--- src/rtl/uart_receiver.sv ---
// uart_receiver: 8N1 UART receive stage, LSB first, fixed baud of CLK_PER_BIT clocks per bit.
// The rx pin is brought into the clock domain by a two-flop synchronizer. Each bit is
// sampled once, at its midpoint, measured from the detected start edge. A good frame
// produces a one-cycle recv_ok strobe. A low stop bit produces a one-cycle frame_error
// strobe, and the byte is discarded.
module uart_receiver #(
    parameter int CLK_PER_BIT = 868
) (
    input  logic       clk,
    input  logic       reset,
    input  logic       rx,
    output logic [7:0] recv_data,
    output logic       recv_ok,
    output logic       frame_error,
    output logic       busy
);

    localparam int CW = (CLK_PER_BIT > 1) ? $clog2(CLK_PER_BIT) : 1;
    // Reload values: half a bit to reach mid start bit, then one full bit per sample.
    localparam logic [CW-1:0] HALF_M1 = CW'(CLK_PER_BIT / 2 - 1);
    localparam logic [CW-1:0] FULL_M1 = CW'(CLK_PER_BIT - 1);
    localparam logic [CW-1:0] CNT_ONE = CW'(1);
    localparam logic [CW-1:0] CNT_ZERO = CW'(0);

    typedef enum logic [2:0] {
        ST_IDLE  = 3'd0,
        ST_START = 3'd1,
        ST_DATA  = 3'd2,
        ST_STOP  = 3'd3,
        ST_BREAK = 3'd4
    } state_t;

    logic          sync1_q;
    logic          sync2_q;
    logic          rx_s;

    state_t        state_q,       state_d;
    logic [CW-1:0] cnt_q,         cnt_d;
    logic [2:0]    bit_idx_q,     bit_idx_d;
    logic [7:0]    shreg_q,       shreg_d;
    logic [7:0]    recv_data_q,   recv_data_d;
    logic          recv_ok_q,     recv_ok_d;
    logic          frame_error_q, frame_error_d;
    logic          busy_q,        busy_d;

    // Two-flop synchronizer. It resets to the idle-high line level so that a fresh
    // falling edge is needed before a frame can start.
    always_ff @(posedge clk or negedge reset) begin
        if (!reset) begin
            sync1_q <= 1'b1;
            sync2_q <= 1'b1;
        end else begin
            sync1_q <= rx;
            sync2_q <= sync1_q;
        end
    end

    assign rx_s = sync2_q;

    // FSM, counter, shift register and output registers.
    always_ff @(posedge clk or negedge reset) begin
        if (!reset) begin
            state_q       <= ST_IDLE;
            cnt_q         <= CNT_ZERO;
            bit_idx_q     <= 3'd0;
            shreg_q       <= 8'h00;
            recv_data_q   <= 8'h00;
            recv_ok_q     <= 1'b0;
            frame_error_q <= 1'b0;
            busy_q        <= 1'b0;
        end else begin
            state_q       <= state_d;
            cnt_q         <= cnt_d;
            bit_idx_q     <= bit_idx_d;
            shreg_q       <= shreg_d;
            recv_data_q   <= recv_data_d;
            recv_ok_q     <= recv_ok_d;
            frame_error_q <= frame_error_d;
            busy_q        <= busy_d;
        end
    end

    // Next-state logic. Strobes default low, so each one lasts exactly one cycle.
    always_comb begin
        state_d       = state_q;
        cnt_d         = cnt_q;
        bit_idx_d     = bit_idx_q;
        shreg_d       = shreg_q;
        recv_data_d   = recv_data_q;
        recv_ok_d     = 1'b0;
        frame_error_d = 1'b0;

        case (state_q)
            ST_IDLE: begin
                if (!rx_s) begin
                    state_d = ST_START;
                    cnt_d   = HALF_M1;
                end else begin
                    state_d = ST_IDLE;
                end
            end
            ST_START: begin
                if (cnt_q != CNT_ZERO) begin
                    cnt_d = cnt_q - CNT_ONE;
                end else if (!rx_s) begin
                    state_d   = ST_DATA;
                    cnt_d     = FULL_M1;
                    bit_idx_d = 3'd0;
                end else begin
                    // The line went back high before mid start bit: treat it as a glitch.
                    state_d = ST_IDLE;
                end
            end
            ST_DATA: begin
                if (cnt_q != CNT_ZERO) begin
                    cnt_d = cnt_q - CNT_ONE;
                end else begin
                    shreg_d = {rx_s, shreg_q[7:1]};
                    cnt_d   = FULL_M1;
                    if (bit_idx_q == 3'd7) begin
                        state_d   = ST_STOP;
                        bit_idx_d = 3'd0;
                    end else begin
                        bit_idx_d = bit_idx_q + 3'd1;
                    end
                end
            end
            ST_STOP: begin
                if (cnt_q != CNT_ZERO) begin
                    cnt_d = cnt_q - CNT_ONE;
                end else if (rx_s) begin
                    // Leave at mid stop bit so that a back-to-back start edge is caught.
                    recv_data_d = shreg_q;
                    recv_ok_d   = 1'b1;
                    state_d     = ST_IDLE;
                end else begin
                    frame_error_d = 1'b1;
                    state_d       = ST_BREAK;
                end
            end
            ST_BREAK: begin
                // Park here while the line is held low, so a break gives exactly one error.
                if (rx_s) begin
                    state_d = ST_IDLE;
                end else begin
                    state_d = ST_BREAK;
                end
            end
            default: begin
                state_d = ST_IDLE;
            end
        endcase

        busy_d = (state_d != ST_IDLE);
    end

    assign recv_data   = recv_data_q;
    assign recv_ok     = recv_ok_q;
    assign frame_error = frame_error_q;
    assign busy        = busy_q;

endmodule
--- config.mk ---
export PLATFORM = sky130hd
export DESIGN_NAME = uart_receiver
export DESIGN_NICKNAME = d
export VERILOG_FILES = /design/src/rtl/uart_receiver.sv
export SDC_FILE = /design/constraint.sdc
export NUM_CORES = 1
export LEC_CHECK = 0
export CAP_MARGIN = 10
export CORE_UTILIZATION = 49
export CTS_CLUSTER_DIAMETER = 50
export CTS_CLUSTER_SIZE = 10
export DETAILED_ROUTE_END_ITERATION = 12
export HOLD_SLACK_MARGIN = 0.03
export PLACE_DENSITY = 0.7
export SKIP_CTS_REPAIR_TIMING = 1
export SYNTH_ARGS = -nofsm -noshare
export SYNTH_HDL_FRONTEND = slang
export SYNTH_SLANG_ARGS = --single-unit
--- constraint.sdc ---
create_clock -name clk -period 3.1 [get_ports clk]
set_input_delay 0.465 -clock clk [delete_from_list [all_inputs] [get_ports clk]]
set_output_delay 0.465 -clock clk [all_outputs]
set_load 0.02 [all_outputs]
==> reports/metrics.cfg <==
[setup_path]
cp-end-kind=flip-flop
critPathBufInv=1
critPathArrivalTime_ns=2.57
slowest_stage=or3b_1
slowest_delay_ns=0.47
crit_path_max_fanout=9
required_ns=3.27
worstSetupPathType=flip-flop to flip-flop
crit_chain=inv_1 > ha_1 > or3b_1 > nor3_4 > nand2_2 > mux2_2
cp_top_family=simple AND/OR/NAND/NOR gates
cp-start-kind=flip-flop

[finish]
drive_gt1_share_pct=20.0
antenna_cells=0
mostFrequentLayoutCell=dfrtp_1
area_growth_pct=12.4
layout_common_cells=dfrtp_1, mux2_2, clkdlybuf4s50_1, nor2_1
multiInputGateArea_um2=852
regArea_um2=928
fillers=292
final_nets=181

[timing]
relSlewSlack_pct=43.7
maxSlewViolCount=0
fin_crit_ns=2.40
setup_viol=0
timing_hold_violations_final=0
skew_ns=0.00517
timing.hold.ws_ns=0.266
fmax_mhz=417
post-route-period-util_pct=77.4
tns_ns=0
rsz0062_at_grt=false
tightest_slew_ns=0.838

[synthesis]
synthFlopType=dfrtp_1
ys_seq_area_share_pct=50.4
yosys.area.top_type=dfrtp_1
avgSynthCellArea_um2=11.2
async_flop_share_pct=100
synthDistinctLibCells=48
synth_edf_count=0
syn-num-nets=171
netlist_area_mm2=0.00184
syn_inst=164
ys_top_cells_by_area=dfrtp_1, mux2_2, dfstp_2
yosysWarnings=0
ys_seq_elements=37
synth_top_area_share_pct=47.5

[cts]
clkTransAtPathRegs_ns=0.07
cts_tree=yes
clk_path_buf_depth=2
clock_sinks=37
insertion_delay_ns=0.29
htreeDepth=2
cts_buffers=5
cts_root_buffer=clkbuf_8

[floorplanning]
die-area_mm2=0.00401
core-area_mm2=0.00347
start_util_pct=53.1
die_w_um=63.3
die_h_um=63.3
io_pins=14
rows=21

[drt]
dr.pass1.iters=4
ant_nets=0
num_vias=1345
drt_wl_total_um=3780
route.detailed.drc=0
wire_per_inst_um=17.1
via_per_inst=6.09
drt_iter0_drc=88

[power_and_ir_drop]
p_int_uw=643
vdd_drop_max_mv=0.302
power_frac_comb_pct=1.6
power_frac_seq_pct=59.7
p_switching_uw=174
p_leak_uw=0.000903
p_clk_share_pct=38.8
total_power_uw=817
power.density_mw_per_mm2=394
swShare_pct=21.3

[grt]
grt_pass1_wl_um=6450
grt_max_degree=38
antenna_found_initial=0
grt_usage_pct=21.3
grt_pass1_vias=1332
grt_overflow=0

[place]
gp_congestion=0.952
port_buffers=13
dp_hpwl_um=2710

[hold_path]
worstHoldPathType=primary input to asynchronous set/reset pin

[status]
run_status=finished clean

[run]
max_cap_violations=0

logic make-up after synthesis:
family                     after synthesis  share of synthesized area, %
AOI/OAI and AO/OA                       37                          15.0
buffers and inverters                   16                          3.39
DFF                                     37                          50.4
adders and majority gates                4                          2.72
xor gates and xnor gates                 3                          1.43
and+or+nand+nor                         49                          16.2
muxes                                   18                          10.9
per-layer routing:
layer	share of wire [%]	global-route usage, %
met5	0	0
met4	2.1	8.52
met3	5.9	4.35
met2	48	33.8
met1	44	28.6
synth_stat cells (all sizes together) (4+ instances only):
cell type	n
nand3	4
o21ai	5
nand2	7
nor3	8
mux2	17
a21oi	4
nor2	10
clkbuf	8
ha	4
a31oi	4
inv	5
dfrtp	35
area by class of cell:
type	instances	share of cell area, %
tap	46	2.78
inverter	5	0.906
clock buffer	6	3.50
clock inverter	2	0.483
timing repair buffer	14	6.40
sequential	37	44.8
multi-input combinational	111	41.1
per-stage QoR:
stage	utilization [%]	std cells	instance area, um2	worst slack [ns]
final	59.7	221	2070	0.699
after global routing	59.7	221	2070	0.619
after CTS	59.7	221	2070	0.743
after detailed placement	57.4	213	1990	0.768
after global placement	57.4	213	1990	0.853
after floorplan	-	164	1840	0.944
power groups by stage:
stage / registers, uW / clock network, uW / logic, uW
after detailed placement: 496 / 0 / 13.5
after global routing: 487 / 344 / 15.3
final: 487 / 317 / 12.7
after CTS: 487 / 325 / 13.5
after floorplan: 494 / 0 / 3.43
after global placement: 496 / 0 / 13.1
sequential cells by signal, indices dropped and copies added (netlist names):
| signal | cells |
|---|---|
| bit_idx_q | 3 |
| busy | 1 |
| cnt_q | 10 |
| frame_error | 1 |
| recv_data | 8 |
| recv_ok | 1 |
| rx_s | 1 |
| shreg_q | 8 |
| state_q | 3 |
| sync1_q | 1 |
path summary, 6_finish.rpt:
check	endpoint	from	slack (ns)	cells past startpoint
worst max-delay path	shreg_q[7]	cnt_q[0]	0.70	6
worst min-delay path	cnt_q[6]	reset	0.27	1
worst max register to register	shreg_q[7]	cnt_q[0]	0.70	6
worst min register to register	rx_s	sync1_q	0.36	0
max in group asynchronous	cnt_q[9]	reset	2.33	1
min in group clk	rx_s	sync1_q	0.36	0
Power figures use the tool's default switching activity.
